File: config.mk
export PLATFORM = sky130hd
export DESIGN_NAME = ysyx_25030093_pcu
export DESIGN_NICKNAME = d
export VERILOG_FILES = /design/src/rtl/ysyx_25030093_pcu.sv
export SDC_FILE = /design/constraint.sdc
export NUM_CORES = 1
export LEC_CHECK = 0
export CAP_MARGIN = 20
export CORE_MARGIN = 4
export CORE_UTILIZATION = 50
export CTS_CLUSTER_SIZE = 40
export DETAILED_ROUTE_END_ITERATION = 6
export GPL_ROUTABILITY_DRIVEN = 0
export PLACE_DENSITY = 0.85
export SLEW_MARGIN = 20
export SYNTH_ARGS = -nofsm -noshare
export SYNTH_HDL_FRONTEND = slang
export SYNTH_SLANG_ARGS = --single-unit
File: constraint.sdc
create_clock -name clk_i -period 1.9 [get_ports clk_i]
set_input_delay 0.38 -clock clk_i [delete_from_list [all_inputs] [get_ports clk_i]]
set_output_delay 0.38 -clock clk_i [all_outputs]
set_load 0.05 [all_outputs]
File: src/rtl/ysyx_25030093_pcu.sv
// ysyx_25030093_pcu -- program counter unit
//
// Issues one PC at a time to the fetch stage. It then waits for writeback
// to retire that instruction before it computes and issues the next PC.
// A misaligned next PC (bits [1:0] != 0) parks the unit in HALT. The unit
// stays there, with a sticky exception flag, until reset.
//
// Ports:
//   clk_i            clock, all state changes on the rising edge
//   rst_ni           asynchronous active-low reset (deassertion synchronised)
//   pc_o             address offered to fetch
//   pc_valid_o       pc_o is valid (ISSUE state)
//   ifu_ready_i      fetch accepts pc_o this cycle
//   wbu_valid_i      writeback reports a retired instruction
//   wbu_ready_o      PCU accepts a retire report (WAIT state)
//   wbu_jump_i       retired instruction redirects control flow
//   wbu_dnpc_i       redirect target, used only when wbu_jump_i=1
//   exc_misalign_o   sticky misaligned-next-PC flag
//   retire_cnt_o     64-bit retired-instruction counter
//                    (only when PCU_PERF_CNT_EN is defined)
//
// Configuration macro: PCU_PERF_CNT_EN (adds retire_cnt_o and its counter).

module ysyx_25030093_pcu #(
  parameter logic [31:0] RESET_PC = 32'h8000_0000
) (
  input  logic        clk_i,
  input  logic        rst_ni,
  output logic [31:0] pc_o,
  output logic        pc_valid_o,
  input  logic        ifu_ready_i,
  input  logic        wbu_valid_i,
  output logic        wbu_ready_o,
  input  logic        wbu_jump_i,
  input  logic [31:0] wbu_dnpc_i,
  output logic        exc_misalign_o
`ifdef PCU_PERF_CNT_EN
  ,
  output logic [63:0] retire_cnt_o
`endif
);

  typedef enum logic [1:0] {
    ISSUE = 2'd0,
    WAIT  = 2'd1,
    HALT  = 2'd2
  } state_e;

  state_e      state_q, state_d;
  logic [31:0] pc_q, pc_d;
  logic        pcValid_q, pcValid_d;
  logic        excMisalign_q, excMisalign_d;
  logic [1:0]  rstSync_q;
  logic        rstSyncN;
  logic        fetchFire;
  logic        retireFire;
  logic [31:0] nextPc;
  logic        nextMisaligned;

  // Reset asserts immediately but releases only after two clock edges,
  // so a release close to a clock edge cannot put the FSM in a mixed state.
  always_ff @(posedge clk_i or negedge rst_ni) begin
    if (!rst_ni) begin
      rstSync_q <= 2'b00;
    end else begin
      rstSync_q <= {rstSync_q[0], 1'b1};
    end
  end

  assign rstSyncN = rstSync_q[1];

  assign fetchFire      = (state_q == ISSUE) && ifu_ready_i;
  assign retireFire     = (state_q == WAIT) && wbu_valid_i;
  assign nextPc         = wbu_jump_i ? wbu_dnpc_i : (pc_q + 32'd4);
  assign nextMisaligned = (nextPc[1:0] != 2'b00);

  // State register. pc_valid is registered from the next state, so it
  // depends on flops only and is 1 throughout reset.
  always_ff @(posedge clk_i or negedge rstSyncN) begin
    if (!rstSyncN) begin
      state_q       <= ISSUE;
      pc_q          <= RESET_PC;
      pcValid_q     <= 1'b1;
      excMisalign_q <= 1'b0;
    end else begin
      state_q       <= state_d;
      pc_q          <= pc_d;
      pcValid_q     <= pcValid_d;
      excMisalign_q <= excMisalign_d;
    end
  end

  // Next-state logic. A misaligned target leaves pc untouched, so the
  // faulting instruction's PC stays visible while the unit is in HALT.
  always_comb begin
    state_d       = state_q;
    pc_d          = pc_q;
    excMisalign_d = excMisalign_q;
    case (state_q)
      ISSUE: begin
        if (fetchFire) state_d = WAIT;
      end
      WAIT: begin
        if (retireFire) begin
          if (nextMisaligned) begin
            state_d       = HALT;
            excMisalign_d = 1'b1;
          end else begin
            state_d = ISSUE;
            pc_d    = nextPc;
          end
        end
      end
      HALT: begin
        state_d = HALT;
      end
      default: begin
        state_d = ISSUE;
      end
    endcase
    pcValid_d = (state_d == ISSUE);
  end

  // Output logic
  always_comb begin
    pc_o           = pc_q;
    pc_valid_o     = pcValid_q;
    wbu_ready_o    = (state_q == WAIT);
    exc_misalign_o = excMisalign_q;
  end

`ifdef PCU_PERF_CNT_EN
  logic [63:0] retireCnt_q, retireCnt_d;

  // Counts every accepted retire, including the one that enters HALT.
  // The count cannot advance in HALT because wbu_ready is 0 there.
  always_comb begin
    retireCnt_d = retireCnt_q;
    if (retireFire) retireCnt_d = retireCnt_q + 64'd1;
  end

  always_ff @(posedge clk_i or negedge rstSyncN) begin
    if (!rstSyncN) begin
      retireCnt_q <= 64'd0;
    end else begin
      retireCnt_q <= retireCnt_d;
    end
  end

  assign retire_cnt_o = retireCnt_q;
`endif

endmodule

---- Word level (Yosys, flattened, before mapping) ----
Index checks and enable logic that the tools add are counted.
W data, S select, Z words.
storage, ports and cells
  register bits ........................... 38
cells by class
  equal/unequal tests ..................... 2
  multiplexer cells ....................... 5
  bitwise operators ....................... 1
  reduce and logical (&&, ||, !) cells .... 7
  $add $sub $neg .......................... 1
operators with widths
  operator                 number
  $add A32 B3 Y32 const B  1
  $mux W32                 1
  $mux W2                  3
  $pmux W2 S3              1
  $reduce_and A3 Y1        2
  $logic_not A2 Y1         2
  $eq A2 B1 Y1 const B     1
  $eq A2 B2 Y1 const B     1
  $logic_and A1 B1 Y1      2
  $reduce_bool A2 Y1       1
  $not A1 Y1               1

---- Logic depth before layout (Yosys ltp) ----
Gate-level depths: netlist (run 1).
  depth in word-level cells ............... 7
  mapped depth ............................ 8

---- Worst setup path before layout (run 1) ----
OpenSTA, ideal clock, no wires.
  path kind ............................... reg2reg
  start ................................... register pc_q[4], in the netlist pc_o[4]
  end ..................................... register pc_q[19], in the netlist pc_o[19]
  setup slack ............................. -0.072 ns
  path buffers ............................ 2
  data arrival time ....................... 1.906 ns
  period minus slack after synthesis ...... 1.972 ns
  stages on the path, launching flop included .. 8
  cells stage by stage .................... dfrtp_1 buf_4 and3_1 buf_4 nand4_4 or4_1 a21oi_1 a221o_2
between the ends
  cells in the longest elaborated chain, start to end .. 2
RTL lines
  what                      RTL line  RTL
  start: declaration        50        logic [31:0] pc_q, pc_d;
  start signal: assignment  87        pc_q <= pc_d;
  $add A32 B3 Y32           74        assign nextPc = wbu_jump_i ? wbu_dnpc_i : (pc_q + 32'd4);
  $mux W32                  74
Every way passes these cells.
A chain may end at the register's enable or synchronous reset.

---- Worst setup path in the final report (run 1) ----
  start ................................... input wbu_dnpc_i[0]
  end ..................................... register pc_q[30], in the netlist pc_o[30]
between the ends
  cells in the longest elaborated chain, start to end .. 4
RTL lines
  what                         RTL line  RTL
  start: declaration           35        input logic [31:0] wbu_dnpc_i,
  $mux W32                     74
  $reduce_bool A2 Y1           75        assign nextMisaligned = (nextPc[1:0] != 2'b00);
  $not A1 Y1 (no line)         -
  $reduce_and A3 Y1 (no line)  -
Every way passes these cells.

==> summary.md, run 1 <==
| Metric | Value |
|---|---|
| Commonest non-fill, non-tap cell in the layout | `buf_4` |
| Initial antenna violation count | `0` |
| Synth warn | `0` |
| Post-synth EDFFs | `0` |
| Placed wire-length estimate | `4740 um` |
| Slew @ Worst Pin | `0.631 ns` |
| RSZ-0062 raised after global routing | `no` |
| Grt total ovfl | `0` |
| Post-synth top flop | `dfrtp_1` |
| Drt total wl | `6550 um` |
| Initial DRC count | `280` |
| GR Util All Layers | `22.5%` |
| Reg2reg setup slack | `0.12 ns` |
| Number of setup violations in the final report | `0` |
| 1st-pass router iterations | `5` |
| Netlist cell types | `46` |
| Final Skew | `0.00907 ns` |
| Reg clk slew, reported paths | `0.08 ns` |
| Syn avg cell area | `9.21 um^2` |
| Skew-Pair Late Insertion Delay | `0.29 ns` |
| Root buffer cell | `clkbuf_8` |
| H-tree Lvls | `2` |
| CTS tree | `built` |
| Synth-to-Final Area Change | `38.5%` |
| Slowest stage delay, CP | `0.46 ns` |
| Worst slew margin | `58.0%` |
| Worst Path Required | `2.08 ns` |
| VDD IR-drop max | `882 uV` |
| Routed Antenna Nets | `0` |
| CP cell instances | `clkdlybuf4s50_1, nor3b_4, o21ai_2, buf_4, nor4_4, a31o_2, a21oi_1` |
| Site row count | `24` |
| Synthesized net count | `289` |
| Clock sinks | `38` |
| Via count | `2,383` |
| Critical Path Fanout Max | `7` |
| Cells after Synth | `251` |
| Share of cells above drive strength 1 | `27.4%` |
| Fin area | `3200 um^2` |
| Arrival time worst endpoint | `2.01 ns` |
| Pins Over Slew Limit | `0` |
| Diodes inserted | `0` |
| Total chip power | `3.88 mW` |
| Run status | `complete, no violations` |
| Die Y | `76.0 um` |
| Die X | `76.0 um` |
| Num ports | `72` |
| # DRC | `0` |
| Vias/cell | `6.14` |
| Hold Fails Final Rpt | `0` |
| Cts bufs inserted | `5` |
| Largest area contributor in the netlist | `dfrtp_1` |
| Core area | `4410 um^2` |
| Power per cell area | `1210 nW/um^2` |
| Clock Tree Buf Depth | `2` |
| Ys async rst share | `100%` |
| Hold WC Path Type | `in -> async` |
| Nets@finish | `373` |
| Die area | `5770 um^2` |
| Largest net degree at the start of global routing | `24` |
| Element type at the critical path end | `flip-flop` |
| Fmax | `548 MHz` |
| Post-synth top area share | `39.0%` |
| Vias in the first global route | `2,314` |
| Area contributors post-synth | `dfrtp_1 (39%), mux2i_1 (5.6%), a21oi_1 (4.8%)` |
| Mapped cell area | `2310 um^2` |
| WS Path Type | `in -> reg` |
| Sequential-to-total area share from yosys stat | `41.3%` |
| CP startpoint kind | `input pin` |
| LEAKAGE | `1.33 nW` |
| Final worst-path cycle share | `96.1%` |
| Cts hold-fix bufs | `0` |
| Leading cell types in the layout, fill and taps excluded | `buf_4 (56), clkdlybuf4s50_1 (36), dfrtp_1 (25)` |
| First-pass GRT wire length | `11,000 um` |
| Routed WL per cell | `16.9 um` |
| Yosys reg bits | `38` |
| CP max stage cell | `clkdlybuf4s50_1` |
| Starting Density | `52.4%` |
| Max Cap Violations | `0` |
| Port buffer count | `71` |
| Area after DPL | `3110 um^2` |
| Final min period | `1.83 ns` |
[layout make-up]
type,count,area (um^2)
well taps,52,65.1
multi-input cells,192,1250
flip-flops and latches,38,967
clock buffers,7,86.3
clock inverters,1,5.00
fillers,363,1210
repair buffers,94,810
inverters,4,15.0
[per-layer routing]
metal / vias up / global-route usage [%] / routed length (um) / share of wire [%]
li1: 1129 / - / - / -
met1: 1117 / 28.9 / 2680 / 41
met2: 122 / 37.0 / 3200 / 49
met3: 15 / 5.91 / 566 / 8.6
met4: 0 / 6.76 / 104 / 1.6
met5: - / 0 / 0 / 0
[Yosys cell counts, types with 2 or more instances]
library cell   n
a31oi_1        2
mux2i_1       13
dfstp_2        2
nand4_1        8
o22ai_1       10
a22oi_1       13
inv_1          4
clkbuf_1       4
nor3_1        11
and4_1         5
a21oi_1       22
buf_4          5
nand2b_1       2
and3_1         5
a221o_1        3
and2_1         2
nor4_1         6
nand2_1       23
and4_2         4
buf_2          8
dfrtp_1       36
nand4_4        2
or3_1          2
nand3_1       10
o21ai_0       18
nor2_1        11
[worst max-delay path: cells and delay by family]
family	cells	cell delay, ns
buffers and inverters	2	0.65
AND/OR/NAND/NOR	2	0.57
AO/OA/AOI/OAI	3	0.41
[state kept, by name, indices dropped and copies added (netlist names)]
name            count
exc_misalign_o      1
pc_valid_o          1
rstSync_q           2
pc_o               32
state_q             2
[final timing paths]
check                                   start      endpoint  depth (start not counted)
worst max-delay path            wbu_dnpc_i[0]      pc_o[30]                          7
min in group clk_i               rstSync_q[0]  rstSync_q[1]                          0
worst max register to register        pc_o[4]      pc_o[30]                          5
worst min register to register   rstSync_q[1]       pc_o[3]                          0
max in group asynchronous        rstSync_q[1]      pc_o[31]                          1
worst min-delay path                   rst_ni  rstSync_q[0]                          1
[power by group]
group	switching [mW]	internal [mW]
Clock	0.288	0.293
Sequential	0.270	1.02
Combinational	1.28	0.730
[kinds of logic (layout without fill, tap and decap cells)]
| kind of cell | Yosys count | count (layout) | share of synthesized area [%] |
|---|---|---|---|
| compound gates | 75 | 75 | 19.9 |
| fa+ha+maj | 1 | 1 | 0.541 |
| buf+inv | 21 | 106 | 4.66 |
| flops | 38 | 38 | 41.3 |
| mux | 13 | 13 | 5.63 |
| other cells | 1 | 1 | 0.162 |
| simple gates | 102 | 102 | 27.9 |
[what timing repair did]
item	4_1_cts	5_1_grt
setup buffers	0	0
gates resized for setup	1	0
endpoints found under the setup margin	3	0
[through the flow]
stage | utilization (%) | setup TNS (ns) | std cells | setup slack, ns | hold slack [ns]
floorplan | - | 0 | 251 | 0.0120 | 0.0844
detailed placement | 70.5 | -5.43 | 380 | -0.350 | 0.281
CTS | 72.5 | 0 | 388 | 0.0615 | 0.241
global route | 72.5 | 0 | 388 | 0.0102 | 0.236
global placement | 70.5 | -3.52 | 380 | -0.286 | 0.258
finish | 72.5 | 0 | 388 | 0.0740 | 0.249
Note: power is estimated with default switching activity, not from simulation.
==> run 2: changes to the inputs <==
--- a/config.mk
+++ b/config.mk
@@ -8,6 +8,7 @@
 export CAP_MARGIN = 20
 export CORE_MARGIN = 4
 export CORE_UTILIZATION = 50
+export CTS_CLUSTER_DIAMETER = 200
 export CTS_CLUSTER_SIZE = 40
 export DETAILED_ROUTE_END_ITERATION = 6
 export GPL_ROUTABILITY_DRIVEN = 0
==> results of run 2 <==
Same layout as run 1: the final DEF is identical, and so are final timing and power.
